$ cat src/rtl/fifo_axis_packetizer_if.sv
// fifo_axis_packetizer_if: AXI4-Stream channel carrying packetized FIFO words
interface fifo_axis_packetizer_if #(
    parameter int DATA_WIDTH_P = 64
);
    logic                    tvalid;
    logic                    tready;
    logic [DATA_WIDTH_P-1:0] tdata;
    logic                    tlast;
    modport master (output tvalid, tdata, tlast, input tready);
    modport slave (input tvalid, tdata, tlast, output tready);
endinterface

$ cat src/rtl/fifo_axis_packetizer.sv
// fifo_axis_packetizer: drains a FIFO read port into AXI4-Stream packets framed by length or idle timeout
module fifo_axis_packetizer #(
    parameter int DATA_WIDTH_P = 64,
    parameter int LEN_WIDTH_P  = 8,
    parameter int TMO_WIDTH_P  = 16
) (
    input  logic                    clk,
    input  logic                    rst,
    output logic                    o_egr_enable,
    input  logic [DATA_WIDTH_P-1:0] i_egr_data,
    input  logic                    i_egr_empty,
    input  logic [LEN_WIDTH_P-1:0]  i_cr_pkt_len,
    input  logic [TMO_WIDTH_P-1:0]  i_cr_timeout,
    fifo_axis_packetizer_if.master  m_axis,
    output logic [31:0]             o_sr_pkt_count,
    output logic [15:0]             o_sr_flush_count
);
    logic                    r_h_valid;
    logic [DATA_WIDTH_P-1:0] r_h_data;
    logic                    r_h_last;
    logic [LEN_WIDTH_P-1:0]  r_word_cnt;
    logic [TMO_WIDTH_P-1:0]  r_tmo_cnt;
    logic                    r_tvalid;
    logic [DATA_WIDTH_P-1:0] r_tdata;
    logic                    r_tlast;
    logic [31:0]             r_pkt_count;
    logic [15:0]             r_flush_count;
    logic                    w_o_free;
    logic                    w_tmo_hit;
    logic                    w_move;
    logic                    w_tmo_move;
    logic                    w_pop;
    logic                    w_new_last;
    logic [LEN_WIDTH_P:0]    w_cnt_inc;
    logic [LEN_WIDTH_P:0]    w_len_eff;
    // a word arriving alongside a saturated timeout wins: the held word leaves as a normal non-last beat
    always_comb begin
        w_o_free         = !r_tvalid | m_axis.tready;
        w_tmo_hit        = (i_cr_timeout != '0) & (r_tmo_cnt == i_cr_timeout);
        w_move           = r_h_valid & w_o_free & (r_h_last | !i_egr_empty | w_tmo_hit);
        w_tmo_move       = w_move & w_tmo_hit & i_egr_empty & !r_h_last;
        w_pop            = !rst & !i_egr_empty & (!r_h_valid | w_move);
        w_cnt_inc        = {1'b0, r_word_cnt} + (LEN_WIDTH_P+1)'(1);
        w_len_eff        = (i_cr_pkt_len == '0) ? (LEN_WIDTH_P+1)'(1) : {1'b0, i_cr_pkt_len};
        w_new_last       = w_cnt_inc >= w_len_eff;
        o_egr_enable     = w_pop;
        m_axis.tvalid    = r_tvalid;
        m_axis.tdata     = r_tdata;
        m_axis.tlast     = r_tlast;
        o_sr_pkt_count   = r_pkt_count;
        o_sr_flush_count = r_flush_count;
    end
    always_ff @(posedge clk) begin
        if (rst) begin
            r_h_valid  <= 1'b0;
            r_h_data   <= '0;
            r_h_last   <= 1'b0;
            r_word_cnt <= '0;
        end else if (w_pop) begin
            r_h_valid  <= 1'b1;
            r_h_data   <= i_egr_data;
            r_h_last   <= w_new_last;
            r_word_cnt <= w_new_last ? '0 : r_word_cnt + LEN_WIDTH_P'(1);
        end else begin
            r_h_valid  <= r_h_valid & !w_move;
            r_word_cnt <= w_tmo_move ? '0 : r_word_cnt;
        end
    end
    // idle count only runs while a non-last word waits on an empty FIFO; it parks at the limit
    always_ff @(posedge clk) begin
        if (rst | !(r_h_valid & !r_h_last & i_egr_empty))
            r_tmo_cnt <= '0;
        else
            r_tmo_cnt <= (r_tmo_cnt >= i_cr_timeout) ? i_cr_timeout : r_tmo_cnt + TMO_WIDTH_P'(1);
    end
    always_ff @(posedge clk) begin
        if (rst) begin
            r_tvalid <= 1'b0;
            r_tdata  <= '0;
            r_tlast  <= 1'b0;
        end else if (w_move) begin
            r_tvalid <= 1'b1;
            r_tdata  <= r_h_data;
            r_tlast  <= r_h_last | w_tmo_move;
        end else if (m_axis.tready) begin
            r_tvalid <= 1'b0;
        end
    end
    always_ff @(posedge clk) begin
        if (rst) begin
            r_pkt_count   <= '0;
            r_flush_count <= '0;
        end else begin
            r_pkt_count   <= r_pkt_count + 32'(r_tvalid & m_axis.tready & r_tlast);
            r_flush_count <= r_flush_count + 16'(w_tmo_move);
        end
    end
endmodule

$ cat src/flat_wrapper.sv
// flat-port wrapper written by rule: the top's interface ports become plain ports
module fifo_axis_packetizer_flat 
#(
    parameter int DATA_WIDTH_P = 64,
    parameter int LEN_WIDTH_P  = 8,
    parameter int TMO_WIDTH_P  = 16
)
  (clk, rst, o_egr_enable, i_egr_data, i_egr_empty, i_cr_pkt_len, i_cr_timeout, o_sr_pkt_count, o_sr_flush_count, m_axis_tvalid, m_axis_tdata, m_axis_tlast, m_axis_tready);
  fifo_axis_packetizer_if #(.DATA_WIDTH_P(DATA_WIDTH_P)) m_axis_i ();
  input  logic clk;
  input  logic rst;
  output logic o_egr_enable;
  input  logic [DATA_WIDTH_P-1:0] i_egr_data;
  input  logic i_egr_empty;
  input  logic [LEN_WIDTH_P-1:0] i_cr_pkt_len;
  input  logic [TMO_WIDTH_P-1:0] i_cr_timeout;
  output logic [31:0] o_sr_pkt_count;
  output logic [15:0] o_sr_flush_count;
  output wire logic [$bits(m_axis_i.tvalid)-1:0] m_axis_tvalid;
  output wire logic [$bits(m_axis_i.tdata)-1:0] m_axis_tdata;
  output wire logic [$bits(m_axis_i.tlast)-1:0] m_axis_tlast;
  input wire logic [$bits(m_axis_i.tready)-1:0] m_axis_tready;
  assign m_axis_tvalid = m_axis_i.tvalid;
  assign m_axis_tdata = m_axis_i.tdata;
  assign m_axis_tlast = m_axis_i.tlast;
  assign m_axis_i.tready = m_axis_tready;
  fifo_axis_packetizer #(.DATA_WIDTH_P(DATA_WIDTH_P), .LEN_WIDTH_P(LEN_WIDTH_P), .TMO_WIDTH_P(TMO_WIDTH_P)) u_core (.clk(clk), .rst(rst), .o_egr_enable(o_egr_enable), .i_egr_data(i_egr_data), .i_egr_empty(i_egr_empty), .i_cr_pkt_len(i_cr_pkt_len), .i_cr_timeout(i_cr_timeout), .m_axis(m_axis_i), .o_sr_pkt_count(o_sr_pkt_count), .o_sr_flush_count(o_sr_flush_count));
endmodule
$ cat config.mk
export PLATFORM = sky130hd
export DESIGN_NAME = fifo_axis_packetizer_flat
export DESIGN_NICKNAME = d
export VERILOG_FILES = /design/src/rtl/fifo_axis_packetizer_if.sv /design/src/rtl/fifo_axis_packetizer.sv /design/src/flat_wrapper.sv
export SDC_FILE = /design/constraint.sdc
export NUM_CORES = 1
export LEC_CHECK = 0
export ABC_AREA = 1
export CORE_UTILIZATION = 35
export CTS_BUF_LIST = sky130_fd_sc_hd__clkbuf_4 sky130_fd_sc_hd__clkbuf_8
export CTS_CLUSTER_DIAMETER = 60
export DETAILED_ROUTE_END_ITERATION = 16
export DONT_BUFFER_PORTS = 1
export GPL_TIMING_DRIVEN = 0
export PLACE_DENSITY_LB_ADDON = 0.05
export SLEW_MARGIN = 20
export SYNTH_ARGS = -nofsm -noshare
export SYNTH_HDL_FRONTEND = slang
export SYNTH_SLANG_ARGS = --single-unit
$ cat constraint.sdc
create_clock -name clk -period 6.4 [get_ports clk]
set_input_delay 0 -clock clk [delete_from_list [all_inputs] [get_ports clk]]
set_output_delay 0 -clock clk [all_outputs]
set_load 0.005 [all_outputs]
==> qor.yml, run 1 <==
global_route:
  grt_overflow_total: 0
  grt_max_degree: 11
  grt.total_usage_pct: 19.5
  grt_pass1_wl_um: 40800
  antenna_violations_before_repair: 0
  grt_pass1_vias: 7749
place:
  port_buffers: 0
  pre_cts_slack_ps: 3440
  gp_congestion: 0.784
  place.detailed.hpwl_um: 17700
die:
  placement_rows: 57
  width_of_the_die_um: 161
  initial_core_util_pct: 36.1
  pin_count: 207
  core_region_area_um2: 24500
  die-area_um2: 25900
  floorplan.die.height_um: 161
sta:
  timing_worst_slew_pin_value_ps: 785
  finalSetupViolations: 0
  clock.fmax_ghz: 0.338
  final_hold_viol_count: 0
  rsz0062_at_grt: "false"
  slew_headroom_pct: 47.6
  timing.final.crit_period_ps: 2960
  worst_slack_ps: 3440
  timing_max_transition_violations_final: 0
  final.period_utilization_pct: 46.2
  finClkSkew_ps: 17.0
  tns_ps: 0
route:
  number_of_remaining_drc_errors: 0
  vias: 7984
  dr.max_layer_used: "met4"
  wl_met1_um: 11700
  route.met2.wl_um: 11400
  wl_per_cell_um: 14.9
  avgViaCountPerCell: 4.70
  drt_iter0_drc: 352
  met3RoutedLength_um: 1660
  drtPass1Iterations: 5
  ant_nets: 0
  drt_wl_total_um: 25300
power_and_ir_drop:
  switchingPower_mw: 0.732
  powerDensity_nw_per_um2: 265
  clock_power_share_pct: 43.6
  comb_power_share_pct: 8.6
  p_leak_nw: 4.59
  swShare_pct: 25.2
  seq_power_share_pct: 47.8
  cellInternalPower_mw: 2.17
  ir_worst_vdd_uv: 165
worst_setup_path:
  crit_path_cell_trace: "ha_1, nand2_1, nor2_1, nand2_1, nor2_4, nand2_2, nor2_1, ha_1, ha_1, nand2_1, nor2_1, nand3_1, nor3_2, nand3_1, nor2_1, nand2_1, nor3b_1"
  reg2reg_slack_ps: 3440
  worst_r2r_startpoint: "u_core.r_tmo_cnt[5]"
  critical_path_type: "reg -> reg"
  worst-path-max-fanout: 5
  cp_data_arrival_time_ps: 3330
  crit_start: "u_core.r_tmo_cnt[5]"
  cp_data_required_time_ps: 6780
  critPathSlowestCell: "sky130_fd_sc_hd__dfxtp_1"
  worst_setup_path_end_kind: "flop"
  cp-start-kind: "flop"
  timing.critical_path.slowest_cell_delay_ps: 350
cts:
  cts_buffer_depth: 3
  clock_pin_slew_worst_setup_and_hold_paths_ps: 60
  ctsRootBufferMaster: "sky130_fd_sc_hd__clkbuf_8"
  numClockSinks: 204
  cts_buffers: 38
  clock_tree.htree_level_count: 2
  cts_resized: 0
  worst_skew_pair.late_latency_ps: 530
  tritoncts_clock_tree: "done"
yosys:
  largest_family_of_logic_cells_by_synthesized_area: "simple AND/OR/NAND/NOR gates"
  synthesis.nets: 1337
  synth_area_leaders: "sky130_fd_sc_hd__dfxtp_1 (46%), sky130_fd_sc_hd__nand2_1 (11%), sky130_fd_sc_hd__nor2_1 (10%), sky130_fd_sc_hd__nand3_1 (5.2%), sky130_fd_sc_hd__o21ai_0 (4.8%)"
  synthArstFlopShare_pct: 0
  synthDominantCellAreaShare_pct: 46.2
  synth_most_common_cell: "sky130_fd_sc_hd__nand2_1"
  synth_fa_ha_area_share_pct: 4.24
  synth_warnings: 0
  synth_compound_area_share_pct: 9.69
  synth_cell_types: 37
  syn_inst: 1215
  yosysSeqAreaShare_pct: 46.2
  synth_commonest_cells: "sky130_fd_sc_hd__nand2_1 (252), sky130_fd_sc_hd__nor2_1 (240), sky130_fd_sc_hd__dfxtp_1 (204)"
  syn-mean-instance-area_um2: 7.28
  synth_enable_flop_cells: 0
  post_synthesis_sequential_element_count: 204
  primary_flip_flop_cell_chosen_by_synthesis_mapping: "sky130_fd_sc_hd__dfxtp_1"
  synth_simple_gate_area_share_pct: 30.5
  xor_xnor_fraction_of_synth_area_pct: 2.08
  post_synth_mux_area_share_pct: 0
  synth_top_area_cell: "sky130_fd_sc_hd__dfxtp_1"
  post_synth_instance_area_um2: 8850
run_status:
  outcome: "finished, final reports clean"
worst_hold_path:
  hold_wc_path_type: "in -> reg"
  min-delay-start: "i_egr_data[59]"
final_layout:
  area_growth_pct: 24.1
  n_antenna_cell: 0
  filler_cell_count: 2604
  nets: 1474
  final_layout_size_suffix_gt1_share_pct: 8.01
flow_run:
  cap_violations: 0
[power groups by stage]
stage | Combinational (mW) | Clock, mW | Sequential (mW)
3_3_place_gp | 0.204 | 0 | 1.41
5_1_grt | 0.288 | 1.38 | 1.40
6_report | 0.249 | 1.27 | 1.39
3_5_place_dp | 0.206 | 0 | 1.42
2_1_floorplan | 0.153 | 0 | 1.40
4_1_cts | 0.254 | 1.32 | 1.39
[registers in the layout (all words and copies together) (netlist names)]
signal / count
u_core.m_axis.tvalid: 1
u_core.o_sr_flush_count: 16
u_core.r_tmo_cnt: 16
u_core.r_h_data: 64
u_core.m_axis.tlast: 1
u_core.r_word_cnt: 8
u_core.r_h_last: 1
u_core.r_h_valid: 1
u_core.o_sr_pkt_count: 32
u_core.m_axis.tdata: 64
[cell families after synthesis]
group | count (synthesis)
AO/OA/AOI/OAI | 163
XOR/XNOR | 21
adder cells (fa/ha/maj) | 30
buffers and inverters | 151
flip-flops | 204
AND/OR/NAND/NOR | 646
[final timing paths]
check | end | cells past startpoint
min | u_core.r_h_data[59] | 3
max | u_core.o_sr_flush_count[12] | 17
min reg2reg | u_core.r_h_data[22] | 2
max reg2reg | u_core.o_sr_flush_count[12] | 17
[timing repair]
| action | in CTS | in global routing |
|---|---|---|
| buffers inserted | 0 | 0 |
| hold buffers | 97 | 0 |
| setup endpoints to repair | 0 | 0 |
| endpoints found under the hold margin | 94 | 0 |
[worst max-delay path, delay by kind of cell (launching register included)]
kind	cells	cell delay, ps
DFF	1	350
and+or+nand+nor	14	1810
adders and majority gates	3	670
[layer usage]
metal  vias up  track usage [%]
met5         -                0
met4         0             6.39
met3        51             5.37
met2       193             32.3
met1      3559             24.6
li1       4181                -
[metrics by stage]
| stage | power, mW | util (%) | cell area [um^2] | std cells | hold WS [ps] |
|---|---|---|---|---|---|
| CTS | 2.96 | 44.7 | 11000 | 1697 | 95.5 |
| finish | 2.90 | 44.7 | 11000 | 1697 | 125 |
| detailed placement | 1.62 | 37.7 | 9260 | 1539 | 115 |
| global route | 3.06 | 44.7 | 11000 | 1697 | 106 |
| floorplan | 1.55 | - | 8850 | 1215 | 110 |
| global placement | 1.62 | 37.7 | 9250 | 1539 | 112 |
[layout by cell type, fill, tap and decap left out, drive strengths merged, types with 11 or more instances in the layout]
cell,count
nand2,259
nor2,248
dfxtp,204
inv,98
o21ai,98
dlygate4sd3,97
nand3,92
clkbuf,75
a21oi,55
buf,33
ha,30
nor3,20
xor2,15
nand4,11
[area by class of cell]
type	count	area [um^2]	area share, %
repair buffers	97	971	8.85
clock buffers	55	688	6.27
flip-flops and latches	204	4080	37.2
plain buffers	53	280	2.55
multi-input cells	860	4120	37.5
inverters	98	368	3.35
clock inverters	6	57.6	0.524
well taps	324	405	3.69
Note: power is estimated with default switching activity, not from simulation.
==> inputs of run 2 (changes only) <==
==> constraint.sdc (replaced) <==
create_clock -name clk -period 2.65 [get_ports clk]
set_input_delay 0 -clock clk [delete_from_list [all_inputs] [get_ports clk]]
set_output_delay 0 -clock clk [all_outputs]
set_load 0.005 [all_outputs]
==> run 2 against run 1 <==
Maximum frequency is 14% higher. Largest power group unchanged. First-iteration DRC count is 13% higher. Largest cell class unchanged. Clock power is 140% higher. Sequential share of layout area is 1.5 points lower. Clock skew is 3.5 ps higher.
==> qor.yml, run 2 (synthesized netlist as in run 1, its figures left out) <==
run_status:
  outcome: "finished, final reports clean"
route:
  drt_wl_total_um: 26100
  avgViaCountPerCell: 4.74
  drtPass1Iterations: 5
  ant_nets: 0
  wl_per_cell_um: 15.2
  vias: 8169
  drt_iter0_drc: 399
  number_of_remaining_drc_errors: 0
sta:
  slew_headroom_pct: 48.5
  final.period_utilization_pct: 97.8
  timing_worst_slew_pin_value_ps: 771
  rsz0062_at_grt: "true"
  finClkSkew_ps: 20.5
  final_hold_viol_count: 0
  clock.fmax_ghz: 0.386
  timing_max_transition_violations_final: 0
  finalSetupViolations: 0
  timing.final.crit_period_ps: 2590
power_and_ir_drop:
  powerDensity_nw_per_um2: 612
  p_leak_nw: 4.77
  ir_worst_vdd_uv: 398
  power_mw: 7.05
global_route:
  grt_max_degree: 11
  grt.total_usage_pct: 19.9
  grt_pass1_wl_um: 41400
  antenna_violations_before_repair: 0
  grt_pass1_vias: 7820
  grt_overflow_total: 0
die:
  floorplan.die.height_um: 161
  core_region_area_um2: 24500
  width_of_the_die_um: 161
  die-area_um2: 25900
  pin_count: 207
  placement_rows: 57
  initial_core_util_pct: 36.1
worst_setup_path:
  critPathSlowestCell: "sky130_fd_sc_hd__dfxtp_2"
  timing.critical_path.buf_inv: 0
  cp_data_required_time_ps: 3030
  critical_path_type: "reg -> reg"
  cp_data_arrival_time_ps: 2970
  reg2reg_slack_ps: 60
  crit_path_cell_trace: "ha_4, nand2_4, nor2_4, nand2_2, nor2_4, nand2_4, nor2_4, ha_4, ha_4, nand2_4, nor2_4, nand3_4, nor3_4, nand3_2, nor2_2, nand2_1, nor3b_2"
  worst-path-max-fanout: 4
  timing.critical_path.slowest_cell_delay_ps: 340
  timing.rr.end: "u_core.o_sr_flush_count[12]"
  cpLargestDelayFamily: "simple AND/OR/NAND/NOR gates"
  cp-start-kind: "flop"
  worst_setup_path_end_kind: "flop"
  timing.critical_path.mode_cell: "sky130_fd_sc_hd__nor2_4"
  reg2regPathDepth: 17
  worst_r2r_startpoint: "u_core.r_tmo_cnt[14]"
worst_hold_path:
  hold_depth: 9
  hold_wc_path_type: "in -> reg"
  min-delay-start: "i_cr_timeout[8]"
  min_to: "u_core.o_sr_flush_count[0]"
cts:
  cts_buffers: 38
  ctsRootBufferMaster: "sky130_fd_sc_hd__clkbuf_8"
  numClockSinks: 204
  worst_skew_pair.late_latency_ps: 530
  cts_buffer_depth: 3
  tritoncts_clock_tree: "done"
  clock_tree.htree_level_count: 2
  clock_pin_slew_worst_setup_and_hold_paths_ps: 60
place:
  gp_congestion: 0.784
  port_buffers: 0
  place.detailed.hpwl_um: 17700
  post_dp_cell_area_um2: 9260
final_layout:
  area_growth_pct: 30.2
  nets: 1499
  layout_common_cells: "sky130_fd_sc_hd__nand2_1 (240), sky130_fd_sc_hd__nor2_1 (232), sky130_fd_sc_hd__dfxtp_1 (188), sky130_fd_sc_hd__inv_1 (97), sky130_fd_sc_hd__nand3_1 (89)"
  final_layout_size_suffix_gt1_share_pct: 14.4
  stdcell_area_um2: 11500
  mostFrequentLayoutCell: "sky130_fd_sc_hd__nand2_1"
flow_run:
  cap_violations: 0
-- run 2: worst max-delay path by stage --
stage | start | endpoint | slack, ps | cells after the start
after floorplan | u_core.r_tmo_cnt[11] | u_core.o_sr_flush_count[12] | 140 | 17
after global placement | u_core.r_tmo_cnt[5] | u_core.o_sr_flush_count[12] | -330 | 17
after detailed placement | u_core.r_tmo_cnt[5] | u_core.o_sr_flush_count[12] | -310 | 17
after CTS | u_core.r_tmo_cnt[0] | u_core.o_sr_flush_count[12] | -10 | 18
after global routing | u_core.r_tmo_cnt[14] | u_core.o_sr_flush_count[12] | -110 | 17
final | u_core.r_tmo_cnt[14] | u_core.o_sr_flush_count[12] | 60 | 17
-- run 2: timing repair --
action / CTS / global route
hold endpoints to repair: 95 / 0
pin swaps: 21 / 20
hold buffers: 87 / 0
setup endpoints to repair: 8 / 19
setup buffers: 27 / 9
gates resized for setup: 60 / 20
-- run 2: worst min-delay path, delay by kind of cell --
kind	cells	cell delay [ps]
buf+inv	1	30
simple gates	7	430
fa+ha+maj	1	120
-- run 2: per-layer routing --
layer | part of all wire, % | vias up | global-route usage [%]
met3 | 6.5 | 56 | 5.32
met1 | 45 | 3674 | 24.8
met4 | 2.6 | 0 | 6.13
met5 | 0 | - | 0
li1 | - | 4236 | -
met2 | 46 | 203 | 33.2
-- run 2: final cells by class --
type | instances | area (um^2)
Fill cell | 2554 | 13000
Antenna cell | 1 | 2.50
Clock inverter | 6 | 57.6
Timing Repair Buffer | 122 | 1140
Clock buffer | 55 | 688
Inverter | 98 | 368
Tap cell | 324 | 405
Multi-Input combinational cell | 860 | 4460
Sequential cell | 204 | 4110
Buffer | 53 | 283
-- run 2: stage by stage --
step	setup TNS (ps)	setup WS (ps)	hold WS, ps	util [%]	std cells
after floorplan	0	140	110	-	1215
after global placement	-1410	-328	112	37.7	1539
after detailed placement	-1400	-312	115	37.7	1539
after CTS	-10.5	-10.5	95.5	46.3	1714
after global routing	-530	-115	106	46.9	1722
final	0	57.5	97.3	46.9	1723
-- run 2: report_power, final --
| group | switching [mW] | internal [mW] | total (mW) | leakage (nW) |
|---|---|---|---|---|
| sequential | 0.111 | 3.24 | 3.35 | 1.67 |
| clock | 1.32 | 1.75 | 3.07 | 0.397 |
| combinational | 0.361 | 0.267 | 0.628 | 2.70 |
| total | 1.79 | 5.25 | 7.05 | 4.77 |
==> inputs of run 3 (changes only) <==
--- a/config.mk
+++ b/config.mk
@@ -6,7 +6,7 @@
 export NUM_CORES = 1
 export LEC_CHECK = 0
 export ABC_AREA = 1
-export CORE_UTILIZATION = 35
+export CORE_UTILIZATION = 55
 export CTS_BUF_LIST = sky130_fd_sc_hd__clkbuf_4 sky130_fd_sc_hd__clkbuf_8
 export CTS_CLUSTER_DIAMETER = 60
 export DETAILED_ROUTE_END_ITERATION = 16
==> run 3 against run 2 <==
Die area fell by 36%. Sequential share of layout area rose by 0.89 points. Design area fell by 2.6%. Sequential cell count did not move. Clock power fell by 6%. Register-to-register slack got worse by 60 ps. Global-route usage rose by 8.7 points. Hold slack got worse by 39 ps. Largest cell class unchanged. Largest power group unchanged.
==> qor.yml, run 3 (synthesized netlist as in run 1, its figures left out) <==
cts:
  cts_buffer_depth: 3
  numClockSinks: 204
  worst_skew_pair.late_latency_ps: 520
  ctsRootBufferMaster: "sky130_fd_sc_hd__clkbuf_8"
  cts_buffers: 35
  tritoncts_clock_tree: "done"
  clock_pin_slew_worst_setup_and_hold_paths_ps: 70
  clock_tree.htree_level_count: 2
sta:
  finClkSkew_ps: 21.9
  tns_ps: 0
  clock.fmax_ghz: 0.377
  timing_max_transition_violations_final: 0
  final.period_utilization_pct: 100
  rsz0062_at_grt: "true"
  timing.final.crit_period_ps: 2650
  final_hold_viol_count: 0
  finalSetupViolations: 0
  worst_slack_ps: 0.0313
  slew_headroom_pct: 48.8
  timing_worst_slew_pin_value_ps: 767
global_route:
  grt_pass1_vias: 7867
  grt.total_usage_pct: 28.6
  antenna_violations_before_repair: 0
  grt_overflow_total: 0
  grt_pass1_wl_um: 37600
  grt_max_degree: 11
die:
  core_region_area_um2: 15400
  pin_count: 207
  width_of_the_die_um: 129
  placement_rows: 45
  initial_core_util_pct: 57.3
  die-area_um2: 16600
  floorplan.die.height_um: 129
worst_setup_path:
  critical_path_type: "reg -> out"
  timing.rr.end: "u_core.o_sr_flush_count[11]"
  reg2regPathDepth: 20
  worst_r2r_startpoint: "u_core.r_tmo_cnt[12]"
  worst-path-max-fanout: 10
  worst_setup_path_end_kind: "output port"
  cp-start-kind: "flop"
  cp_data_required_time_ps: 2650
  reg2reg_slack_ps: 0.03
  cp_data_arrival_time_ps: 2650
place:
  gp_congestion: 0.864
  pre_cts_slack_ps: -293
  place.detailed.hpwl_um: 15900
  placed_cells_incl_taps: 1426
  port_buffers: 0
worst_hold_path:
  hold_wc_path_type: "in -> reg"
  min_to: "u_core.o_sr_pkt_count[4]"
  hold_depth: 3
  min-delay-start: "rst"
final_layout:
  nets: 1485
  final_core_util_pct: 72.7
  n_antenna_cell: 0
  fin_cells: 1597
  mostFrequentLayoutCell: "sky130_fd_sc_hd__nand2_1"
  final_layout_size_suffix_gt1_share_pct: 13.0
  area_growth_pct: 26.8
  layout_common_cells: "sky130_fd_sc_hd__nand2_1 (242), sky130_fd_sc_hd__nor2_1 (232), sky130_fd_sc_hd__dfxtp_1 (192), sky130_fd_sc_hd__inv_1 (98), sky130_fd_sc_hd__nand3_1 (90)"
  filler_cell_count: 1286
flow_run:
  cap_violations: 0
route:
  avgViaCountPerCell: 5.20
  ant_nets: 0
  drtPass1Iterations: 5
  wl_per_cell_um: 15.3
  drt_iter0_drc: 396
  vias: 8303
  drt_wl_total_um: 24400
  number_of_remaining_drc_errors: 0
run_status:
  outcome: "finished, final reports clean"
power_and_ir_drop:
  power_mw: 6.87
  powerDensity_nw_per_um2: 613
  p_leak_nw: 4.68
  ir_worst_vdd_uv: 382
-- run 3: worst max-delay path, stage by stage, from the launching register on --
cell	delay, ps
sky130_fd_sc_hd__dfxtp_2	350
sky130_fd_sc_hd__ha_4	270
sky130_fd_sc_hd__nand2_4	50
sky130_fd_sc_hd__nor2_4	130
sky130_fd_sc_hd__nand2_2	90
sky130_fd_sc_hd__nor2_4	140
sky130_fd_sc_hd__nand2_4	80
sky130_fd_sc_hd__buf_4	140
sky130_fd_sc_hd__buf_4	140
sky130_fd_sc_hd__nand2_2	60
sky130_fd_sc_hd__nand2_2	90
sky130_fd_sc_hd__a21oi_4	200
sky130_fd_sc_hd__buf_4	220
sky130_fd_sc_hd__buf_6	170
-- run 3: routing by layer --
layer,global-route usage [%],share of wire (%),up-vias
li1,-,-,4206
met1,34.4,43,3779
met2,49.3,48,274
met3,7.61,7.4,44
met4,9.97,2.3,0
met5,0,0,-
-- run 3: worst max path at each step --
stage | from | to | slack [ps] | cells after the start
floorplan | u_core.r_tmo_cnt[11] | u_core.o_sr_flush_count[12] | 140 | 17
global placement | u_core.r_tmo_cnt[5] | u_core.o_sr_flush_count[12] | -290 | 17
detailed placement | u_core.r_tmo_cnt[5] | u_core.o_sr_flush_count[12] | -290 | 17
CTS | u_core.r_tmo_cnt[10] | u_core.o_sr_flush_count[12] | 4 | 17
global route | u_core.r_tmo_cnt[2] | u_core.o_sr_flush_count[15] | -150 | 20
finish | u_core.r_tmo_cnt[12] | o_egr_enable | 0.03 | 13
-- run 3: power by group --
part / leakage [nW] / internal (mW) / switching, mW / total (mW)
registers: 1.67 / 3.24 / 0.118 / 3.35
clock network: 0.369 / 1.63 / 1.26 / 2.89
logic: 2.64 / 0.269 / 0.358 / 0.627
total: 4.68 / 5.14 / 1.73 / 6.87
-- run 3: per-stage QoR --
step           hold slack [ps]  area, um^2
3_5_place_dp               115        9120
3_3_place_gp               112        9110
6_report                  58.8       11200
4_1_cts                   24.3       11000
5_1_grt                   71.9       11200
2_1_floorplan              110        8850
-- run 3: area by class of cell --
class | count | area (um^2) | area share [%]
Inverter | 98 | 368 | 3.28
Clock inverter | 5 | 35.0 | 0.312
Clock buffer | 55 | 682 | 6.08
Timing Repair Buffer | 111 | 1050 | 9.41
Tap cell | 211 | 264 | 2.35
Sequential cell | 204 | 4110 | 36.6
Multi-Input combinational cell | 860 | 4420 | 39.4
Buffer | 53 | 287 | 2.55
-- run 3: timing repair --
item / 4_1_cts / 5_1_grt
pin swaps: 9 / 18
hold buffers: 88 / 0
setup endpoints to repair: 8 / 15
setup buffers: 13 / 11
gates resized for setup: 34 / 39
gates cloned: 0 / 1
hold endpoints to repair: 94 / 0
